===== src/rtl/bloco_controle.sv =====
// Control FSM for the polynomial datapath: sequences A*x*x + B*x + C with a start/done handshake.
// Optional macro BC_PAUSA_EN adds a pausa input that freezes the sequence in place.
module bloco_controle #(
    parameter int OP_CYC = 4
) (
    input  logic       clk,
    input  logic       rst,
    input  logic       inicio,
`ifdef BC_PAUSA_EN
    input  logic       pausa,
`endif
    output logic [1:0] M0,
    output logic [1:0] M1,
    output logic [1:0] M2,
    output logic       LX,
    output logic       LH,
    output logic       LS,
    output logic       H,
    output logic       ocupado,
    output logic       pronto
);

    typedef enum logic [2:0] {
        IDLE, LOADX, P1, P2, P3, P4, P5, DONE
    } estado_t;

    localparam logic [3:0] ULTIMO = 4'(OP_CYC - 1);

    estado_t    estado, proximo;
    logic [3:0] cont, cont_prox;
    logic       fim_fase;
    logic       congelado;

`ifdef BC_PAUSA_EN
    assign congelado = pausa && (estado != IDLE);
`else
    assign congelado = 1'b0;
`endif

    assign fim_fase = (cont == ULTIMO);

    // NOTE: sequential state uses non-blocking assignments so every register samples pre-edge values.
    always_ff @(posedge clk) begin
        if (!rst) begin
            estado <= IDLE;
            cont   <= 4'd0;
        end else if (!congelado) begin
            estado <= proximo;
            cont   <= cont_prox;
        end
    end

    // NOTE: every output is defaulted first so no path through the case leaves a latch behind.
    always_comb begin
        proximo   = estado;
        cont_prox = 4'd0;
        M0        = 2'b00;
        M1        = 2'b00;
        M2        = 2'b00;
        H         = 1'b0;
        LX        = 1'b0;
        LH        = 1'b0;
        LS        = 1'b0;
        pronto    = 1'b0;
        ocupado   = (estado != IDLE);

        // Phases share the counter; it restarts at zero whenever the phase advances.
        if (estado inside {P1, P2, P3, P4, P5}) begin
            cont_prox = fim_fase ? 4'd0 : cont + 4'd1;
        end

        unique case (estado)
            IDLE: begin
                if (inicio) proximo = LOADX;
            end
            LOADX: begin
                LX      = 1'b1;
                proximo = P1;
            end
            P1: begin
                M1 = 2'b01;
                H  = 1'b1;
                LH = fim_fase;
                if (fim_fase) proximo = P2;
            end
            P2: begin
                M0 = 2'b01;
                M2 = 2'b11;
                H  = 1'b1;
                LH = fim_fase;
                if (fim_fase) proximo = P3;
            end
            P3: begin
                M0 = 2'b10;
                H  = 1'b1;
                LS = fim_fase;
                if (fim_fase) proximo = P4;
            end
            P4: begin
                M1 = 2'b10;
                M2 = 2'b11;
                LH = fim_fase;
                if (fim_fase) proximo = P5;
            end
            P5: begin
                M0 = 2'b11;
                M2 = 2'b11;
                LS = fim_fase;
                if (fim_fase) proximo = DONE;
            end
            DONE: begin
                pronto  = 1'b1;
                proximo = IDLE;
            end
            default: proximo = IDLE;
        endcase

        // A frozen cycle must not load anything; selects keep their phase values.
        if (congelado) begin
            LX     = 1'b0;
            LH     = 1'b0;
            LS     = 1'b0;
            pronto = 1'b0;
        end
    end

endmodule


===== config.mk =====
export PLATFORM = sky130hd
export DESIGN_NAME = bloco_controle
export DESIGN_NICKNAME = d
export VERILOG_FILES = /design/src/rtl/bloco_controle.sv
export SDC_FILE = /design/constraint.sdc
export NUM_CORES = 1
export LEC_CHECK = 0
export BUFFER_PORTS_ARGS = -buffer_cell sky130_fd_sc_hd__buf_2
export CORE_AREA = 2 2 39 41
export DETAILED_ROUTE_END_ITERATION = 16
export DIE_AREA = 0 0 41 43
export PLACE_DENSITY_LB_ADDON = 0.12
export SYNTH_ARGS = -nofsm -noshare
export SYNTH_HDL_FRONTEND = slang
export SYNTH_SLANG_ARGS = --single-unit

===== constraint.sdc =====
create_clock -name clk -period 2.1 [get_ports clk]
set_input_delay 0.525 -clock clk [delete_from_list [all_inputs] [get_ports clk]]
set_output_delay 0.525 -clock clk [all_outputs]
set_load 0.02 [all_outputs]

==> impl_metrics.toml <==
[floorplanning]
core_area_sq_um = 1380
pin_count = 15
std_cell_rows = 14
start_util_pct = 35.5
die-area_sq_um = 1760
die_w_microns = 41
fp.dieH_microns = 43

[cts]
clock_latency_ns = 0.25
cts_buffers = 3
clock_sinks = 7
clk_pin_slew_ns = 0.05
ctsRootBufferMaster = "clkbuf_4"
cts_tree = "built"
cts_hold_buf = 0
clock_path_buffers = 2
h-tree-depth = 1

[hold_path]
min_path_cells = 1
hold_start = "cont[0]$_SDFF_PP0_"
hold_end = "cont[0]$_SDFF_PP0_"
holdCritPathClass = "flop to flop"

[sta]
fin_skew_ns = 0.00289
max_freq_ghz = 0.496
worstMarginPinSlew_ns = 0.291
finalCritPeriodShare_pct = 96.1
slew_viol_final = 0
hold_violations = 0
slew_headroom_pct = 80.6
finalCriticalPeriod_ns = 2.02
tns_ns = 0
finalSetupViolCount = 0

[worst_setup_path]
crit_required_ns = 1.57
crit_path_start_kind = "flop"
worst-path-buf-inv = 2
critPathMaxFanout = 7
arrival_ns = 1.49
slowest_stage = "dfxtp_2"
rrSetupSlack_ns = 0.29
reg2reg_to = "estado[0]$_SDFFE_PN0P_"
worstRegToRegCells = 5
path_delay_family = "flip-flops"
critical_path_class = "flop to primary output"
r2r_start = "estado[1]$_SDFFE_PN0P_"
end_kind = "primary output"
crit_chain = "inv_1 > ha_4 > or3_4 > o21a_1 > buf_2"
critPathMaxStageDelay_ns = 0.35

[power]
share_seq_of_total_power_pct = 24.6
ir_drop_mv = 0.640
p_leak_nw = 0.311
clkPwrFrac_pct = 16.0
p_switching_w = 0.000332
p_comb_share_pct = 59.4
switching_share_pct = 43.2
cellInternalPower_w = 0.000436
p_per_area_nw_per_um2 = 1220

[route]
wl_per_cell_microns = 10.8
routed_wl_microns = 954
drtAntennaViolNets = 0
num_vias = 439
drt_iter0_drc = 0
dr.pass1.iters = 1
drc = 0
vias_per_cell = 4.99

[synthesis]
syn_nets = 63
synth_ff_type = "dfxtp_1"
synthesis.instances = 55
synth_seq_cells = 7
netlist_area_sq_um = 492
synth_cell_type_count = 32
synth_edf_count = 0
yosysWarningCount = 0
syn_avg_cell_area_sq_um = 8.94
ys_seq_area_share_pct = 28.5
async_flop_share_pct = 0

[placement]
portBuffers = 14
gp_congestion = 0.737
dp_hpwl_microns = 684
dp.cells = 83

[layout]
finalNonFillerCells = 88
drive_above_1_share_pct = 44.4
fin_util_pct = 45.3
nets = 81
num_antenna_cells = 0
area_growth_pct = 27.5

[global_routing]
grt_pass1_vias = 373
grt_max_degree = 11
antenna_found_initial = 0
grt_pass1_wl_microns = 1590
overflow = 0
grtUsageTotal_pct = 13.9

[status]
status = "complete, no violations"

[run]
cap_viol_max_count = 0
-- cells in the final DEF (no fill, tap or decap), types with 2 or more instances in the layout --
| cell type | instances |
|---|---|
| ha_1 | 3 |
| buf_2 | 13 |
| buf_4 | 3 |
| inv_1 | 5 |
| nand2_1 | 4 |
| dfxtp_2 | 2 |
| dfxtp_1 | 5 |
| nor2_1 | 6 |
| and2b_2 | 2 |
| clkbuf_4 | 3 |
-- synth_stat cells, types with 2 or more instances --
cell type / count / share of area [%]
nand2_1: 4 / 3.1
inv_1: 5 / 3.8
ha_1: 5 / 13
nor2_1: 6 / 4.6
dfxtp_1: 7 / 28
and2b_2: 2 / 3.6
-- registers in the layout, indices dropped and copies added, names as in the netlist --
| register | flops |
|---|---|
| cont | 4 |
| estado | 3 |
-- power groups by stage --
stage               logic (W)  clock network (W)  registers [W]
finish               0.000456           0.000123       0.000189
CTS                  0.000440           0.000128       0.000185
detailed placement   0.000425                  0       0.000185
floorplan            0.000319                  0       0.000179
global placement     0.000439                  0       0.000183
global route         0.000505           0.000144       0.000194
-- per-layer routing --
metal,routed length [microns],vias to the layer above,track usage (%)
met5,0,-,0
met4,22,0,10.0
met3,54,4,4.71
met2,450,12,17.5
met1,427,204,18.8
li1,-,219,-
-- kinds of logic (layout without fill, tap and decap cells) --
family	after synthesis	in the layout	synth area share, %
xor gates and xnor gates	2	2	3.56
muxes	2	2	4.33
DFF	7	7	28.5
buffers and inverters	8	25	8.40
adders and majority gates	5	5	12.7
AOI/OAI and AO/OA	8	8	14.8
and+or+nand+nor	23	23	27.7
-- area by class of cell --
type	instances	area (sq um)
Timing Repair Buffer	16	87.6
Tap cell	16	20.0
Sequential cell	7	143
Inverter	5	18.8
Clock buffer	4	26.3
Multi-Input combinational cell	40	332
Fill cell	142	757
-- through the flow --
stage	worst slack, ns	hold slack (ns)	power [W]	area [sq um]
final	0.0819	0.412	0.000768	627
after detailed placement	0.118	0.441	0.000609	567
after global routing	-0.00428	0.441	0.000843	627
after global placement	0.153	0.437	0.000622	567
after floorplan	0.116	0.418	0.000499	492
after CTS	0.0444	0.449	0.000753	606
-- worst max-delay path by stage --
stage	startpoint	endpoint	slack (ns)	cells after the start
CTS	cont[0]$_SDFF_PP0_	LS	0.04	4
detailed placement	estado[0]$_SDFFE_PN0P_	H	0.12	5
finish	estado[0]$_SDFFE_PN0P_	H	0.08	5
floorplan	estado[0]$_SDFFE_PN0P_	M2[1]	0.12	5
global placement	estado[0]$_SDFFE_PN0P_	H	0.15	5
global route	estado[0]$_SDFFE_PN0P_	H	-0.004	5
-- repair_timing --
action | CTS | global route
setup buffers | 0 | 1
setup endpoints to repair | 5 | 3
resized for setup | 5 | 3
Note: power is estimated with default switching activity, not from simulation.
